File: src/rtl/alu_seq_pkg.sv
// Shared definitions for the alu_seq multi-cycle ALU: op codes, flag bit
// positions inside the {z,c,n} triplet, and FSM state encodings.
package alu_seq_pkg;

    typedef enum logic [2:0] {
        OP_ADD = 3'd0,
        OP_SUB = 3'd1,
        OP_AND = 3'd2,
        OP_OR  = 3'd3,
        OP_SHL = 3'd4,
        OP_SHR = 3'd5,
        OP_MUL = 3'd6,
        OP_DIV = 3'd7
    } op_e;

    localparam int FLAG_Z = 2;
    localparam int FLAG_C = 1;
    localparam int FLAG_N = 0;

    typedef enum logic [1:0] {
        ST_IDLE = 2'd0,
        ST_CALC = 2'd1,
        ST_DONE = 2'd2
    } state_e;

endpackage

File: src/rtl/alu_seq_iter.sv
// Iterative datapath for alu_seq: shift-add multiply and, when ALU_SEQ_DIV_EN
// is defined, restoring shift-subtract divide. One step per cycle, W steps.
module alu_seq_iter
    import alu_seq_pkg::*;
#(
    parameter int DATA_WIDTH = 8,
    parameter int CNT_WIDTH  = $clog2(DATA_WIDTH + 1)
) (
    input  logic                  Clock,
    input  logic                  Reset,
    input  logic                  start,
    input  logic                  mode,
    input  logic [DATA_WIDTH-1:0] a,
    input  logic [DATA_WIDTH-1:0] b,
    output logic                  done,
    output logic [DATA_WIDTH-1:0] hi_next,
    output logic [DATA_WIDTH-1:0] lo_next
);

    localparam int W = DATA_WIDTH;
    localparam logic [CNT_WIDTH-1:0] CNT_LAST = CNT_WIDTH'(W - 1);

    // hi: partial product / remainder; lo: multiplier / quotient; opnd: A or divisor
    logic [W-1:0]         hi_q, hi_d;
    logic [W-1:0]         lo_q, lo_d;
    logic [W-1:0]         opnd_q, opnd_d;
    logic [CNT_WIDTH-1:0] cnt_q, cnt_d;
    logic                 busy_q, busy_d;
    logic [W:0]           mul_sum;

`ifdef ALU_SEQ_DIV_EN
    logic                 mode_q, mode_d;
    logic [W:0]           rem_sh;
    logic [W:0]           rem_diff;
`endif

    // done flags the cycle whose step is the last one; its result is hi/lo_next
    assign done = busy_q && (cnt_q == CNT_LAST);

    always_comb begin
        mul_sum = {1'b0, hi_q} + ({1'b0, opnd_q} & {(W + 1){lo_q[0]}});
        hi_next = mul_sum[W:1];
        lo_next = {mul_sum[0], lo_q[W-1:1]};
`ifdef ALU_SEQ_DIV_EN
        rem_sh   = {hi_q, lo_q[W-1]};
        rem_diff = rem_sh - {1'b0, opnd_q};
        if (mode_q) begin
            if (!rem_diff[W]) begin
                hi_next = rem_diff[W-1:0];
                lo_next = {lo_q[W-2:0], 1'b1};
            end else begin
                hi_next = rem_sh[W-1:0];
                lo_next = {lo_q[W-2:0], 1'b0};
            end
        end
`endif
    end

    always_comb begin
        hi_d   = hi_q;
        lo_d   = lo_q;
        opnd_d = opnd_q;
        cnt_d  = cnt_q;
        busy_d = busy_q;
`ifdef ALU_SEQ_DIV_EN
        mode_d = mode_q;
`endif
        if (start) begin
            busy_d = 1'b1;
            cnt_d  = '0;
            hi_d   = '0;
            lo_d   = mode ? a : b;
            opnd_d = mode ? b : a;
`ifdef ALU_SEQ_DIV_EN
            mode_d = mode;
`endif
        end else if (busy_q) begin
            hi_d   = hi_next;
            lo_d   = lo_next;
            cnt_d  = cnt_q + CNT_WIDTH'(1);
            busy_d = !done;
        end
    end

    always_ff @(posedge Clock) begin
        if (Reset) begin
            hi_q   <= '0;
            lo_q   <= '0;
            opnd_q <= '0;
            cnt_q  <= '0;
            busy_q <= 1'b0;
`ifdef ALU_SEQ_DIV_EN
            mode_q <= 1'b0;
`endif
        end else begin
            hi_q   <= hi_d;
            lo_q   <= lo_d;
            opnd_q <= opnd_d;
            cnt_q  <= cnt_d;
            busy_q <= busy_d;
`ifdef ALU_SEQ_DIV_EN
            mode_q <= mode_d;
`endif
        end
    end

endmodule

File: src/rtl/alu_seq.sv
// Multi-cycle ALU with valid/ready on operands and result, {z,c,n} flags.
// Define ALU_SEQ_DIV_EN to build the divider; otherwise DIV returns c=1 in one cycle.
module alu_seq
    import alu_seq_pkg::*;
#(
    parameter int DATA_WIDTH = 8,
    parameter int CNT_WIDTH  = $clog2(DATA_WIDTH + 1)
) (
    input  logic                  Clock,
    input  logic                  Reset,
    input  logic                  iValid,
    output logic                  oReady,
    input  logic [2:0]            iOp,
    input  logic [DATA_WIDTH-1:0] iA,
    input  logic [DATA_WIDTH-1:0] iB,
    output logic                  oValid,
    input  logic                  iReady,
    output logic [DATA_WIDTH-1:0] oResultLo,
    output logic [DATA_WIDTH-1:0] oResultHi,
    output logic [2:0]            oFlags
);

    localparam int W = DATA_WIDTH;

    state_e       state_q, state_d;
    logic         ready_q, ready_d;
    logic         valid_q, valid_d;
    logic [W-1:0] lo_q, lo_d;
    logic [W-1:0] hi_q, hi_d;
    logic [2:0]   flags_q, flags_d;
    logic         div_q, div_d;
    logic         div0_q, div0_d;

    logic         accept;
    logic         is_iter_op;
    logic         iter_start;
    logic         iter_mode;
    logic         iter_done;
    logic [W-1:0] iter_hi;
    logic [W-1:0] iter_lo;
    logic [W:0]   alu_wide;
    logic [W-1:0] alu_lo;
    logic         alu_c;

    assign accept = iValid && ready_q;
`ifdef ALU_SEQ_DIV_EN
    assign is_iter_op = (iOp == OP_MUL) || (iOp == OP_DIV);
`else
    assign is_iter_op = (iOp == OP_MUL);
`endif
    assign iter_start = accept && is_iter_op;
    assign iter_mode  = (iOp == OP_DIV);

    alu_seq_iter #(
        .DATA_WIDTH (DATA_WIDTH),
        .CNT_WIDTH  (CNT_WIDTH)
    ) u_iter (
        .Clock   (Clock),
        .Reset   (Reset),
        .start   (iter_start),
        .mode    (iter_mode),
        .a       (iA),
        .b       (iB),
        .done    (iter_done),
        .hi_next (iter_hi),
        .lo_next (iter_lo)
    );

    always_comb begin
        alu_wide = '0;
        alu_c    = 1'b0;
        case (iOp)
            OP_ADD: begin
                alu_wide = {1'b0, iA} + {1'b0, iB};
                alu_c    = alu_wide[W];
            end
            OP_SUB: begin
                alu_wide = {1'b0, iA} - {1'b0, iB};
                alu_c    = alu_wide[W];
            end
            OP_AND: alu_wide = {1'b0, iA & iB};
            OP_OR:  alu_wide = {1'b0, iA | iB};
            OP_SHL: begin
                alu_wide = {1'b0, iA[W-2:0], 1'b0};
                alu_c    = iA[W-1];
            end
            OP_SHR: begin
                alu_wide = {2'b00, iA[W-1:1]};
                alu_c    = iA[0];
            end
            // only DIV without the divider lands here: zero result, c marks unsupported
            default: alu_c = 1'b1;
        endcase
        alu_lo = alu_wide[W-1:0];
    end

    always_comb begin
        state_d = state_q;
        ready_d = ready_q;
        valid_d = valid_q;
        lo_d    = lo_q;
        hi_d    = hi_q;
        flags_d = flags_q;
        div_d   = div_q;
        div0_d  = div0_q;
        case (state_q)
            ST_IDLE: begin
                if (accept) begin
                    ready_d = 1'b0;
                    div_d   = (iOp == OP_DIV);
                    div0_d  = (iB == '0);
                    if (is_iter_op) begin
                        state_d = ST_CALC;
                    end else begin
                        state_d         = ST_DONE;
                        valid_d         = 1'b1;
                        lo_d            = alu_lo;
                        hi_d            = '0;
                        flags_d[FLAG_Z] = (alu_lo == '0);
                        flags_d[FLAG_C] = alu_c;
                        flags_d[FLAG_N] = alu_lo[W-1];
                    end
                end
            end
            ST_CALC: begin
                if (iter_done) begin
                    state_d         = ST_DONE;
                    valid_d         = 1'b1;
                    lo_d            = iter_lo;
                    hi_d            = iter_hi;
                    flags_d[FLAG_Z] = ({iter_hi, iter_lo} == '0);
                    flags_d[FLAG_C] = div_q ? div0_q : (iter_hi != '0);
                    flags_d[FLAG_N] = iter_lo[W-1];
                end
            end
            ST_DONE: begin
                if (iReady) begin
                    state_d = ST_IDLE;
                    valid_d = 1'b0;
                    ready_d = 1'b1;
                end
            end
            default: begin
                state_d = ST_IDLE;
                valid_d = 1'b0;
                ready_d = 1'b1;
            end
        endcase
    end

    always_ff @(posedge Clock) begin
        if (Reset) begin
            state_q <= ST_IDLE;
            ready_q <= 1'b1;
            valid_q <= 1'b0;
            lo_q    <= '0;
            hi_q    <= '0;
            flags_q <= '0;
            div_q   <= 1'b0;
            div0_q  <= 1'b0;
        end else begin
            state_q <= state_d;
            ready_q <= ready_d;
            valid_q <= valid_d;
            lo_q    <= lo_d;
            hi_q    <= hi_d;
            flags_q <= flags_d;
            div_q   <= div_d;
            div0_q  <= div0_d;
        end
    end

    assign oReady    = ready_q;
    assign oValid    = valid_q;
    assign oResultLo = lo_q;
    assign oResultHi = hi_q;
    assign oFlags    = flags_q;

endmodule

File: config.mk
export PLATFORM = sky130hd
export DESIGN_NAME = alu_seq
export DESIGN_NICKNAME = d
export VERILOG_FILES = /design/src/rtl/alu_seq_pkg.sv /design/src/rtl/alu_seq_iter.sv /design/src/rtl/alu_seq.sv
export SDC_FILE = /design/constraint.sdc
export NUM_CORES = 1
export LEC_CHECK = 0
export CAP_MARGIN = 25
export CORE_ASPECT_RATIO = 2
export CORE_UTILIZATION = 25
export CTS_CLUSTER_DIAMETER = 120
export DETAILED_ROUTE_END_ITERATION = 10
export GPL_ROUTABILITY_DRIVEN = 0
export HOLD_SLACK_MARGIN = 0.05
export MAX_ROUTING_LAYER = met4
export PLACE_DENSITY_LB_ADDON = 0.1
export RECOVER_POWER = 25
export SYNTH_ARGS = -nofsm -noshare
export SYNTH_HDL_FRONTEND = slang
export SYNTH_SLANG_ARGS = --single-unit
File: constraint.sdc
create_clock -name Clock -period 3 [get_ports Clock]
set_input_delay 0.45 -clock Clock [delete_from_list [all_inputs] [get_ports Clock]]
set_output_delay 0.45 -clock Clock [all_outputs]
set_load 0.005 [all_outputs]
==> results.json <==
{
  "outcome": "finished, violations left",
  "violations": "negative setup slack",
  "synth-seq-area-share": 0.2766,
  "ys_seq_elements": 53,
  "syn_inst": 488,
  "cts_tree": "done",
  "fin_crit_ns": 3.104,
  "final_util": 0.3560,
  "yosysWarnings": 0,
  "clkSlewWorstSetupHoldPaths_ns": 0.07,
  "track_usage": 0.1857,
  "nFillCells": 1573,
  "antenna_found_initial": 0,
  "end_kind": "flip-flop",
  "setup_viol": 2,
  "period_share": 1.035,
  "htree_levels": 2,
  "initial_core_util": 0.2575,
  "diodes": 0,
  "rsz0062_at_grt": "yes",
  "synth_compound_area_frac": 0.2404,
  "synth_fp_nets": 549,
  "tightestPinTransition_ns": 0.5487,
  "fmax_ghz": 0.3222,
  "root_buffer": "clkbuf_16",
  "maxSlewViolCount": 0,
  "arrival_ns": 3.30,
  "portBuffers": 43,
  "synth_area_sq_um": 3836,
  "muxShareOfSynthArea": 0.05577,
  "p_total_mw": 1.894,
  "yosys.area_share.simple": 0.2202,
  "area_growth_pct": 38.26,
  "worst_slack_ns": -0.1039,
  "powerDensity_nw_per_um2": 357.0,
  "die_h_um": 177.2,
  "grt_pass1_vias": 3935,
  "drc": 0,
  "drv_cap": 0,
  "routedWlPerCell_um": 17.45,
  "cp-startpoint": "u_iter.lo_q[0]",
  "viasPerCell": 4.880,
  "row_count": 63,
  "p_leak_nw": 2.222,
  "grt_overflow": 0,
  "firstDrtPassIters": 5,
  "worstSetupStartpointType": "flip-flop",
  "dp.cells": 773,
  "synth_flop_cell": "dfxtp_1",
  "holdCritStartpoint": "oResultLo[4]",
  "max_slew_margin": 0.6330,
  "grt_max_degree": 33,
  "wirelength_mm": 13.66,
  "multi_input_area_sq_um": 2714,
  "finalNetCount": 648,
  "clock-sinks": 53,
  "async_flop_share": 0,
  "synth_top_family_by_area": "compound AO/OA/AOI/OAI gates",
  "holdWs_ns": 0.4487,
  "clock_latency_ns": 0.30,
  "core_area_sq_um": 14900,
  "grt_pass1_wl_mm": 21.13,
  "required_ns": 3.19,
  "yosys.area_share.adder": 0.1298,
  "postSynthAreaPerCell_sq_um": 7.861,
  "drive_gt1_frac": 0.1922,
  "route.vias.total": 3821,
  "place_hpwl_mm": 11.12,
  "final_cells": 783,
  "cts_buffers": 5,
  "hp-class": "reg -> reg",
  "setup_tns_ns": -0.1541,
  "register_area_sq_um": 1065,
  "antenna_left": 0,
  "fp.dieArea_sq_um": 15870,
  "ir_worst_vdd_mv": 0.1847,
  "dieWidth_um": 89.59,
  "synth_edf_count": 0,
  "setup.worst_path.class": "reg -> reg",
  "finalHoldViolations": 0,
  "cts.path.max_buffers": 2,
  "ios": 44,
  "synth_xor_area_frac": 0.02740,
  "drt-initial-drc-count": 130,
  "r2r-start": "u_iter.lo_q[0]",
  "finClkSkew_ns": 0.007019,
  "worstPathMaxFanout": 7,
  "ys_types": 62
}
[power by group]
part,leakage [nW],switching [mW],internal (mW)
Sequential,0.430,0.0172,0.723
Clock,0.0810,0.270,0.396
Combinational,1.71,0.256,0.231
Total,2.22,0.543,1.35
[flip-flops by register name, indices dropped and copies added (netlist names)]
name and cells:
u_iter.hi_q 8, oResultLo 7, u_iter.lo_q 8, div_q 1, div0_q 1, u_iter.busy_q 1, state_q 2, oResultHi 8
u_iter.cnt_q 4, oFlags 3, u_iter.opnd_q 8, oReady 1, oValid 1
[cell type report]
type | instances | share of cell area
timing repair buffer | 120 | 0.1944
clock buffer | 6 | 0.02430
sequential | 53 | 0.2008
clock inverter | 2 | 0.007313
multi-input combinational | 385 | 0.5117
tap | 195 | 0.04600
inverter | 22 | 0.01557
[synthesized netlist by cell type (all sizes together), types with 3 or more instances]
master | n | share of area
and2 | 8 | 0.013
nand3b | 3 | 0.0059
nand2 | 43 | 0.042
xor2 | 5 | 0.011
nor3 | 9 | 0.012
nor4 | 5 | 0.0082
a211o | 4 | 0.0091
dfxtp | 53 | 0.28
o21ai | 16 | 0.021
a32o | 3 | 0.0078
nor2b | 12 | 0.020
xnor2 | 7 | 0.016
buf | 4 | 0.0049
a211oi | 21 | 0.042
ha | 35 | 0.11
a21o | 8 | 0.016
a21oi | 53 | 0.070
fa | 3 | 0.016
nor2 | 63 | 0.062
mux2i | 18 | 0.047
o211ai | 3 | 0.0059
nand3 | 5 | 0.0065
a22oi | 6 | 0.012
or2 | 3 | 0.0049
nand2b | 8 | 0.014
clkbuf | 24 | 0.023
inv | 22 | 0.022
[cells by family (layout without fill, tap and decap cells)]
logic type      count (synthesis)  count (layout)
flops                          53              53
compound gates                140             140
simple gates                  175             175
xor+xnor                       12              12
buf+inv                        50             150
mux                            20              20
fa+ha+maj                      38              38
[stage by stage]
stage | area [sq um] | setup WS [ns]
floorplan | 3906 | -0.01553
finish | 5304 | -0.1039
detailed placement | 5047 | -0.2817
CTS | 5260 | -0.1076
global route | 5304 | -0.1782
global placement | 5047 | -0.2824
[worst max-delay path: stages (launching register included)]
cell	delay (ns)
dfxtp_4	0.37
and2_4	0.17
ha_4	0.25
a211oi_4	0.28
nor3_1	0.08
or3b_4	0.41
or4_4	0.42
or4b_4	0.52
mux2_4	0.29
a32o_1	0.22
[path summary, 6_finish.rpt]
| check | to | slack [ns] | depth (start not counted) |
|---|---|---|---|
| setup reg to reg | oFlags[1] | -0.10 | 9 |
| hold reg to reg | oResultLo[4] | 0.45 | 2 |
| hold / removal | oResultLo[4] | 0.45 | 2 |
| setup / recovery | oFlags[1] | -0.10 | 9 |
[cell usage in the layout (no fill, tap or decap), drive strengths merged, types with 4 or more instances in the layout]
cell type | synthesis | final
xor2 | 5 | 5
nor4 | 5 | 5
clkbuf | 24 | 6
dlygate4sd3 | 0 | 16
nand2b | 8 | 8
o21ai | 16 | 16
a211o | 4 | 4
xnor2 | 7 | 7
nand3 | 5 | 5
a21o | 8 | 8
nor3 | 9 | 9
clkdlybuf4s50 | 0 | 26
a211oi | 21 | 21
inv | 22 | 22
nor2b | 12 | 12
mux2i | 18 | 18
dfxtp | 53 | 53
buf | 4 | 77
and2 | 8 | 8
nor2 | 63 | 63
a22oi | 6 | 6
nand2 | 43 | 43
ha | 35 | 35
a21oi | 53 | 53
[what timing repair did]
action / CTS / global route
pin swaps: 6 / 0
resized for setup: 9 / 8
endpoints found under the setup margin: 2 / 4
hold buffers: 0 / 0
setup buffers: 1 / 1
[metal layers]
layer	GRT usage	up-vias	routed length, um
met4	0.09458	0	622
met3	0.01213	32	248
li1	-	1924	-
met1	0.1695	1778	4708
met5	-	-	0
met2	0.3646	87	8081
(Power assumes the default switching activity.)
